File: src/rtl/alarm_ring_if.sv
// Bundles the time/alarm inputs and ring outputs that pass between the timekeeping
// top level (master) and alarm_ring_ctrl (slave).
interface alarm_ring_if;
  logic       sec_tick;
  logic [4:0] cur_hours;
  logic [5:0] cur_minutes;
  logic [4:0] alarm_hours;
  logic [5:0] alarm_minutes;
  logic       alarm_en;
  logic       stop;
  logic       snooze;
  logic       buzzer;
  logic       ringing;
  logic       snoozed;

  modport master (
    output sec_tick, cur_hours, cur_minutes, alarm_hours, alarm_minutes,
    output alarm_en, stop, snooze,
    input  buzzer, ringing, snoozed
  );

  modport slave (
    input  sec_tick, cur_hours, cur_minutes, alarm_hours, alarm_minutes,
    input  alarm_en, stop, snooze,
    output buzzer, ringing, snoozed
  );
endinterface

File: src/rtl/alarm_ring_ctrl.sv
// Alarm ring sequencer: time match -> ring with square-wave tone -> snooze/stop/timeout -> lockout.
// Optional feature macro: ALARM_SNOOZE_EN (snooze state, target registers, snooze edge detect).
module alarm_ring_ctrl #(
  parameter int TONE_DIV     = 16,
  parameter int RING_TIMEOUT = 60,
  parameter int SNOOZE_MIN   = 5
) (
  input logic         clk,
  input logic         rst,
  alarm_ring_if.slave bus
);

  // state | meaning
  // IDLE  | armed, waiting for time match;  RINGING | tone active
  // SNOOZE| silent until snooze target;     LOCKOUT | hold off until alarm minute passes
  localparam logic [1:0] ST_IDLE    = 2'd0;
  localparam logic [1:0] ST_RINGING = 2'd1;
`ifdef ALARM_SNOOZE_EN
  localparam logic [1:0] ST_SNOOZE  = 2'd2;
`endif
  localparam logic [1:0] ST_LOCKOUT = 2'd3;

  localparam int TD_W = (TONE_DIV > 1) ? $clog2(TONE_DIV) : 1;

  logic [1:0]      state_q, state_d;
  logic [TD_W-1:0] tone_cnt_q, tone_cnt_d;
  logic [7:0]      ring_sec_q, ring_sec_d;
  logic            buzzer_q, buzzer_d;
  logic            ringing_q, ringing_d;
  logic            stop_q;
  logic            stop_edge;
  logic            match;

`ifdef ALARM_SNOOZE_EN
  logic       snoozed_q, snoozed_d;
  logic       snooze_q;
  logic       snooze_edge;
  logic [4:0] tgt_hours_q, tgt_hours_d;
  logic [5:0] tgt_min_q, tgt_min_d;
  logic [6:0] snz_sum;
  logic [4:0] snz_hours;
  logic [5:0] snz_min;
  logic       tgt_hit;

  assign snooze_edge = bus.snooze & ~snooze_q;
  assign snz_sum     = {1'b0, bus.cur_minutes} + 7'(SNOOZE_MIN);
  assign tgt_hit     = (bus.cur_hours == tgt_hours_q) && (bus.cur_minutes == tgt_min_q);

  always_comb begin
    snz_min   = 6'(snz_sum);
    snz_hours = bus.cur_hours;
    if (snz_sum >= 7'd60) begin
      snz_min   = 6'(snz_sum - 7'd60);
      snz_hours = (bus.cur_hours == 5'd23) ? 5'd0 : bus.cur_hours + 5'd1;
    end
  end
`endif

  assign stop_edge = bus.stop & ~stop_q;

  // Out-of-range alarm settings can never equal a legal time, so block them explicitly.
  assign match = bus.alarm_en
              && (bus.alarm_hours <= 5'd23) && (bus.alarm_minutes <= 6'd59)
              && (bus.cur_hours == bus.alarm_hours)
              && (bus.cur_minutes == bus.alarm_minutes);

  always_comb begin
    state_d    = state_q;
    ring_sec_d = ring_sec_q;
    tone_cnt_d = tone_cnt_q;
    buzzer_d   = 1'b0;
`ifdef ALARM_SNOOZE_EN
    tgt_hours_d = tgt_hours_q;
    tgt_min_d   = tgt_min_q;
`endif

    case (state_q)
      ST_IDLE: begin
        if (match) state_d = ST_RINGING;
      end
      ST_RINGING: begin
        if (stop_edge) begin
          state_d = ST_LOCKOUT;
        end else if (bus.sec_tick && (ring_sec_q == 8'(RING_TIMEOUT - 1))) begin
          state_d = ST_LOCKOUT;
`ifdef ALARM_SNOOZE_EN
        end else if (snooze_edge) begin
          state_d     = ST_SNOOZE;
          tgt_hours_d = snz_hours;
          tgt_min_d   = snz_min;
`endif
        end else if (bus.sec_tick) begin
          ring_sec_d = ring_sec_q + 8'd1;
        end
      end
`ifdef ALARM_SNOOZE_EN
      ST_SNOOZE: begin
        if (stop_edge)    state_d = ST_LOCKOUT;
        else if (tgt_hit) state_d = ST_RINGING;
      end
`endif
      ST_LOCKOUT: begin
        if (!match) state_d = ST_IDLE;
      end
      default: state_d = ST_IDLE;
    endcase

    if (!bus.alarm_en) state_d = ST_IDLE;

    // Every entry into RINGING restarts the tone phase and the timeout count.
    if (state_d == ST_RINGING) begin
      if (state_q != ST_RINGING) begin
        tone_cnt_d = '0;
        ring_sec_d = 8'd0;
        buzzer_d   = 1'b0;
      end else if (tone_cnt_q == TD_W'(TONE_DIV - 1)) begin
        tone_cnt_d = '0;
        buzzer_d   = ~buzzer_q;
      end else begin
        tone_cnt_d = tone_cnt_q + 1'b1;
        buzzer_d   = buzzer_q;
      end
    end

    ringing_d = (state_d == ST_RINGING);
`ifdef ALARM_SNOOZE_EN
    snoozed_d = (state_d == ST_SNOOZE);
`endif
  end

  always_ff @(posedge clk or posedge rst) begin
    if (rst) begin
      state_q    <= ST_IDLE;
      tone_cnt_q <= '0;
      ring_sec_q <= 8'd0;
      buzzer_q   <= 1'b0;
      ringing_q  <= 1'b0;
      stop_q     <= 1'b0;
    end else begin
      state_q    <= state_d;
      tone_cnt_q <= tone_cnt_d;
      ring_sec_q <= ring_sec_d;
      buzzer_q   <= buzzer_d;
      ringing_q  <= ringing_d;
      stop_q     <= bus.stop;
    end
  end

`ifdef ALARM_SNOOZE_EN
  always_ff @(posedge clk or posedge rst) begin
    if (rst) begin
      snoozed_q   <= 1'b0;
      snooze_q    <= 1'b0;
      tgt_hours_q <= 5'd0;
      tgt_min_q   <= 6'd0;
    end else begin
      snoozed_q   <= snoozed_d;
      snooze_q    <= bus.snooze;
      tgt_hours_q <= tgt_hours_d;
      tgt_min_q   <= tgt_min_d;
    end
  end

  assign bus.snoozed = snoozed_q;
`else
  assign bus.snoozed = 1'b0;
`endif

  assign bus.buzzer  = buzzer_q;
  assign bus.ringing = ringing_q;

endmodule

File: src/flat_wrapper.sv
// flat-port wrapper written by rule: the top's interface ports become plain ports
module alarm_ring_ctrl_flat 
#(
  parameter int TONE_DIV     = 16,
  parameter int RING_TIMEOUT = 60,
  parameter int SNOOZE_MIN   = 5
)
  (clk, rst, bus_sec_tick, bus_cur_hours, bus_cur_minutes, bus_alarm_hours, bus_alarm_minutes, bus_alarm_en, bus_stop, bus_snooze, bus_buzzer, bus_ringing, bus_snoozed);
  alarm_ring_if bus_i ();
  input logic clk;
  input logic rst;
  input wire logic [$bits(bus_i.sec_tick)-1:0] bus_sec_tick;
  input wire logic [$bits(bus_i.cur_hours)-1:0] bus_cur_hours;
  input wire logic [$bits(bus_i.cur_minutes)-1:0] bus_cur_minutes;
  input wire logic [$bits(bus_i.alarm_hours)-1:0] bus_alarm_hours;
  input wire logic [$bits(bus_i.alarm_minutes)-1:0] bus_alarm_minutes;
  input wire logic [$bits(bus_i.alarm_en)-1:0] bus_alarm_en;
  input wire logic [$bits(bus_i.stop)-1:0] bus_stop;
  input wire logic [$bits(bus_i.snooze)-1:0] bus_snooze;
  output wire logic [$bits(bus_i.buzzer)-1:0] bus_buzzer;
  output wire logic [$bits(bus_i.ringing)-1:0] bus_ringing;
  output wire logic [$bits(bus_i.snoozed)-1:0] bus_snoozed;
  assign bus_i.sec_tick = bus_sec_tick;
  assign bus_i.cur_hours = bus_cur_hours;
  assign bus_i.cur_minutes = bus_cur_minutes;
  assign bus_i.alarm_hours = bus_alarm_hours;
  assign bus_i.alarm_minutes = bus_alarm_minutes;
  assign bus_i.alarm_en = bus_alarm_en;
  assign bus_i.stop = bus_stop;
  assign bus_i.snooze = bus_snooze;
  assign bus_buzzer = bus_i.buzzer;
  assign bus_ringing = bus_i.ringing;
  assign bus_snoozed = bus_i.snoozed;
  alarm_ring_ctrl #(.TONE_DIV(TONE_DIV), .RING_TIMEOUT(RING_TIMEOUT), .SNOOZE_MIN(SNOOZE_MIN)) u_core (.clk(clk), .rst(rst), .bus(bus_i));
endmodule
File: config.mk
export PLATFORM = sky130hd
export DESIGN_NAME = alarm_ring_ctrl_flat
export DESIGN_NICKNAME = d
export VERILOG_FILES = /design/src/rtl/alarm_ring_if.sv /design/src/rtl/alarm_ring_ctrl.sv /design/src/flat_wrapper.sv
export SDC_FILE = /design/constraint.sdc
export NUM_CORES = 1
export LEC_CHECK = 0
export BUFFER_PORTS_ARGS = -buffer_cell sky130_fd_sc_hd__clkbuf_2
export CAP_MARGIN = 5
export CORE_MARGIN = 2
export CORE_UTILIZATION = 57
export CTS_BUF_LIST = sky130_fd_sc_hd__clkbuf_8
export DETAILED_ROUTE_END_ITERATION = 7
export GPL_TIMING_DRIVEN = 0
export HOLD_SLACK_MARGIN = 0.02
export PLACE_DENSITY_LB_ADDON = 0.2
export SYNTH_ARGS = -nofsm -noshare
export SYNTH_HDL_FRONTEND = slang
export SYNTH_SLANG_ARGS = --single-unit
File: constraint.sdc
create_clock -name clk -period 2.6 [get_ports clk]
set_input_delay 0.39 -clock clk [delete_from_list [all_inputs] [get_ports clk]]
set_output_delay 0.39 -clock clk [all_outputs]
set_load 0.02 [all_outputs]
# == Yosys cells after proc, flatten, opt, wreduce, memory -nomap -nowiden ==
# Index checks and enable logic that the tools add are counted.
# Widths: inputs -> output; s select.
# word_totals
rom_bits,0
wordCells,45
memories,0
mem_bits_rw,0
register_bits,17
latch_bits,0
in_bits,28
out_inout_bits,3
# classes
magnitude_cmp,2
eq_ne,9
multipliers,0
n_reduce_logical,6
shifts,0
addsub,2
mux,17
bitwise,3
div,0
# op_table
cell,n
$mux 8,6
$mux 2,5
$add 8x1->8 const B,1
$eq 8x6->1 const B,1
$mux 4,2
$eq 6x6->1,1
$le 6x6->1 const B,1
$pmux 2 s3,1
$eq 5x5->1,1
$le 5x5->1 const B,1
$logic_and 1x1->1,5
$add 4x1->4 const B,1
$eq 2x1->1 const B,2
$eq 4x4->1 const B,1
$mux 1,3
$ne 3x3->1 const B,1
$eq 2x2->1 const B,1
$logic_not 2->1,1
$ne 2x1->1 const B,1
$not 1->1,2
$and 1x1->1,1

# == Logic depth before layout (Yosys ltp) ==
# logic_depth
depth_word,10
depth_mapped,6

# == Least setup slack after synthesis ==
# OpenSTA, ideal clock, no wires.
# synth_timing
path_kind,register -> register
from,reg u_core.ring_sec_q[0]
to,reg u_core.tone_cnt_q[2]
path_buffers,0
arrival_ps,1647
required_time_ps,2513
path_slack_ps,866
stages_incl_launch_ff,7
path_cell_list,dfrtp_1 -> ha_1 -> and3_1 -> a31oi_1 -> nand4b_1 -> or3b_1 -> o211ai_1
# synth_between
elab_chain_len,7
# synth_rtl
element,line_no,source
"start, declared",alarm_ring_ctrl.sv:27,"logic [7:0] ring_sec_q, ring_sec_d;"
"start signal, assigned",alarm_ring_ctrl.sv:142,ring_sec_q <= ring_sec_d;
$eq 8x6->1,alarm_ring_ctrl.sv:84,end else if (bus.sec_tick && (ring_sec_q == 8'(RING_TIMEOUT - 1))) begin
$logic_and 1x1->1,alarm_ring_ctrl.sv:84,
$mux 2,alarm_ring_ctrl.sv:84,
$mux 2,alarm_ring_ctrl.sv:82,if (stop_edge) begin
$pmux 2 s3,alarm_ring_ctrl.sv:77,case (state_q)
$mux 2,alarm_ring_ctrl.sv:108,if (!bus.alarm_en) state_d = ST_IDLE;
$eq 2x1->1,alarm_ring_ctrl.sv:111,if (state_d == ST_RINGING) begin
"end signal, assigned",alarm_ring_ctrl.sv:141,tone_cnt_q <= tone_cnt_d;
"end, declared",alarm_ring_ctrl.sv:26,"logic [TD_W-1:0] tone_cnt_q, tone_cnt_d;"
# Every way passes these cells.
# A chain may end at the register's enable or synchronous reset.

# == Final worst setup path ==
# Same ends and word-level chain as after synthesis.

==> out/metrics.csv <==
stage,metric,value,unit
synth,number of unique standard cell types used by synthesis,39,
routing,number of vias in the routed layout,901,
synth,post-synthesis register bit count,17,
layout,Area Growth Syn to Fin,20.7,%
sta,total of endpoints with negative setup slack in the final report,0,
sta,setup total negative slack,0,ps
routing,final routed DRC violation total,0,
routing,total wire length,2020,µm
setup_path,WP buf/inv,0,
cts,number of cells upsized or downsized after cts,0,
synth,Avg Synthesized Cell Area,9.96,µm²
setup_path,crit path from,u_core.ring_sec_q[0],
setup_path,worst flop-to-flop path startpoint,u_core.ring_sec_q[0],
grt,first-pass GRT wire length,3330,µm
sta,Clock Skews,1.60,ps
floorplan,die area,0.00219,mm²
place,global placer's final weighted congestion,0.819,
power,Leakage,0.647,nW
synth,Post-synth ARST share,100,%
cts,Post-CTS Setup Bufs,0,
routing,post-route ant nets,0,
place,DPL Wire Length,1530,µm
setup_path,endpoint class of the critical path,register,
setup_path,crit-path max FO,5,
cts,number of H-tree levels,1,
sta,post-route clock period utilization,77.8,%
outcome,outcome,finished clean,
sta,WHS,188,ps
synth,post-synth design cell area,0.00105,mm²
power,power density over the cells,418,mW/mm²
cts,library cell used as clock root buffer,sky130_fd_sc_hd__clkbuf_8,
floorplan,Placement Rows,15,
floorplan,Initial Util,60.6,%
cts,Skew-Pair Late Insertion Delay,250,ps
setup_path,"Worst Path Class, Setup",reg -> reg,
sta,worst slew pin tran,625,ps
routing,number of DRC violations after detailed-routing iteration 0,18,
setup_path,largest incremental delay on the critical path,420,ps
setup_path,type of element launching the critical path,register,
power,largest vdd supply drop,0.238,mV
floorplan,area inside the core boundary,0.00173,mm²
sta,post-layout minimum cycle time,2020,ps
cts,maximum number of buffers from clock root to sink,2,
sta,final hold violations,0,
routing,detailed-route wire length per cell,12.5,µm
cts,quantity of hold-fixing buffers added after cts,0,
synth,post-synthesis net count,135,
floorplan,I/O pin total,31,
layout,number of nets in the layout,168,
sta,unrepaired setup endpoints after global routing,false,
cts,total clock buffers created by CTS,3,
setup_path,worst path cell trace,ha_1 > and3_1 > a31oi_1 > nand4b_1 > or3b_1 > o211ai_1,
grt,pin count of the biggest net entering global routing,18,
layout,Inserted Diodes,0,
setup_path,Critical-path top delay cell,sky130_fd_sc_hd__dfrtp_1,
synth,"Seq/Total Area, Yosys",40.7,%
sta,Worst Slack Setup Final,576,ps
layout,"non-filler cells, final",162,
sta,peak clock frequency supported by timing,494,MHz
place,Inst Count DP,158,
cts,number of sinks on the clock net,17,
setup_path,required time worst endpoint,2770,ps
synth,predominant post-synthesis flop cell,sky130_fd_sc_hd__dfrtp_1,
grt,All-Layer GR Usage,21.2,%
floorplan,horizontal die dimension,46.8,µm
setup_path,data arrival time of the critical path,2200,ps
routing,routed vias/inst,5.56,
grt,leftover overflow at the end of global routing,0,
cts,clock-pin slew on the worst setup and hold paths,60,ps
cts,CTS tree,done,
floorplan,vertical extent of the die,46.8,µm
setup_path,largest delay contributor family on the critical path,simple AND/OR/NAND/NOR gates,
sta,relative slew slack,58.3,%
grt,via count of the first global-routing pass,846,
min_path,Hold Path Class,in -> async,
routing,Pre-Repair DR Iteration Count,4,
grt,antenna violations before repair,0,
synth,instance count of the mapped netlist,105,
sta,Max Slew Vio Count,0,
synth,Post-synth EDFFs,0,
place,I/O Buffers,28,
job,reported max-cap violation count,0,
layout,layout cells sized above 1,29.9,%
synth,Synthesis Warnings,0,
place,pre-CTS setup slack,627,ps
-- worst paths after layout --
kind | end | slack [ps] | depth (start not counted)
max | u_core.tone_cnt_q[2] | 580 | 6
min | u_core.state_q[0] | 190 | 2
max reg2reg | u_core.tone_cnt_q[2] | 580 | 6
min reg2reg | u_core.bus.buzzer | 540 | 2
max in group asynchronous | u_core.ring_sec_q[2] | 2010 | 2
min in group clk | u_core.stop_q | 250 | 1
-- cell usage after synthesis, types with 2 or more instances --
library cell	n	area share (%)
sky130_fd_sc_hd__dfrtp_1	17	41
sky130_fd_sc_hd__nand2_1	5	1.8
sky130_fd_sc_hd__nand4_1	4	2.4
sky130_fd_sc_hd__nor3_4	2	3.1
sky130_fd_sc_hd__inv_1	7	2.5
sky130_fd_sc_hd__o21ai_0	2	0.96
sky130_fd_sc_hd__ha_1	2	2.4
sky130_fd_sc_hd__xnor2_1	4	3.3
sky130_fd_sc_hd__mux2i_1	2	1.9
sky130_fd_sc_hd__nand3_1	4	1.9
sky130_fd_sc_hd__xor2_1	15	13
sky130_fd_sc_hd__nor4_2	2	2.4
sky130_fd_sc_hd__nor2_1	13	4.7
-- layout make-up --
| cell class | count | area [µm²] |
|---|---|---|
| inverters | 7 | 26.3 |
| plain buffers | 1 | 7.51 |
| multi-input cells | 80 | 587 |
| well taps | 25 | 31.3 |
| clock inverters | 1 | 3.75 |
| fillers | 133 | 464 |
| repair buffers | 28 | 140 |
| flip-flops and latches | 17 | 425 |
| clock buffers | 3 | 41.3 |
-- power breakdown --
part,leakage (nW),internal (mW),switching [mW]
registers,0.215,0.267,0.00165
logic,0.405,0.0298,0.0339
clock network,0.0269,0.105,0.0906
total,0.647,0.401,0.126
-- through the flow --
stage | utilization, % | power (mW) | instance area (µm²)
after detailed placement | 70.5 | 0.337 | 1220
after global routing | 73.1 | 0.543 | 1260
after floorplan | - | 0.308 | 1050
final | 73.1 | 0.527 | 1260
after CTS | 73.1 | 0.527 | 1260
after global placement | 70.5 | 0.335 | 1220
-- sequential cells by signal, summed over array words and instances, names as in the netlist --
signal and count:
u_core.bus.buzzer 1, u_core.bus.ringing 1, u_core.ring_sec_q 8, u_core.state_q 2, u_core.stop_q 1, u_core.tone_cnt_q 4
-- worst reg2reg max path, stage by stage (launching register included) --
cell and delay (ps):
sky130_fd_sc_hd__dfrtp_1 420, sky130_fd_sc_hd__ha_1 260, sky130_fd_sc_hd__and3_1 180, sky130_fd_sc_hd__a31oi_1 320
sky130_fd_sc_hd__nand4b_1 260, sky130_fd_sc_hd__or3b_1 410, sky130_fd_sc_hd__o211ai_1 90
-- cells by family after synthesis --
logic type	after synthesis	synth area share (%)
simple gates	44	27.3
xor+xnor	19	15.9
flops	17	40.7
compound gates	12	8.26
buf+inv	8	3.23
fa+ha+maj	2	2.39
mux	2	1.91
other cells	1	0.359
-- per-layer routing --
| layer | global-route usage, % | wire length (µm) | up-vias |
|---|---|---|---|
| li1 | - | - | 433 |
| met1 | 25.8 | 875 | 418 |
| met2 | 35.3 | 960 | 42 |
| met3 | 2.69 | 128 | 8 |
| met4 | 13.3 | 55 | 0 |
| met5 | 0 | 0 | - |
-- cells in the final DEF, fill, tap and decap left out, types with 2 or more instances in the layout --
cell and n:
sky130_fd_sc_hd__clkbuf_2 28, sky130_fd_sc_hd__ha_1 2, sky130_fd_sc_hd__nor3_4 2, sky130_fd_sc_hd__clkbuf_8 3
sky130_fd_sc_hd__xnor2_1 4, sky130_fd_sc_hd__xor2_1 15, sky130_fd_sc_hd__nor2_1 13, sky130_fd_sc_hd__nand2_1 5
sky130_fd_sc_hd__nand4_1 4, sky130_fd_sc_hd__o21ai_0 2, sky130_fd_sc_hd__inv_1 8, sky130_fd_sc_hd__nand3_1 4
sky130_fd_sc_hd__nor4_2 2, sky130_fd_sc_hd__dfrtp_1 17, sky130_fd_sc_hd__mux2i_1 2
Power figures use the tool's default switching activity.
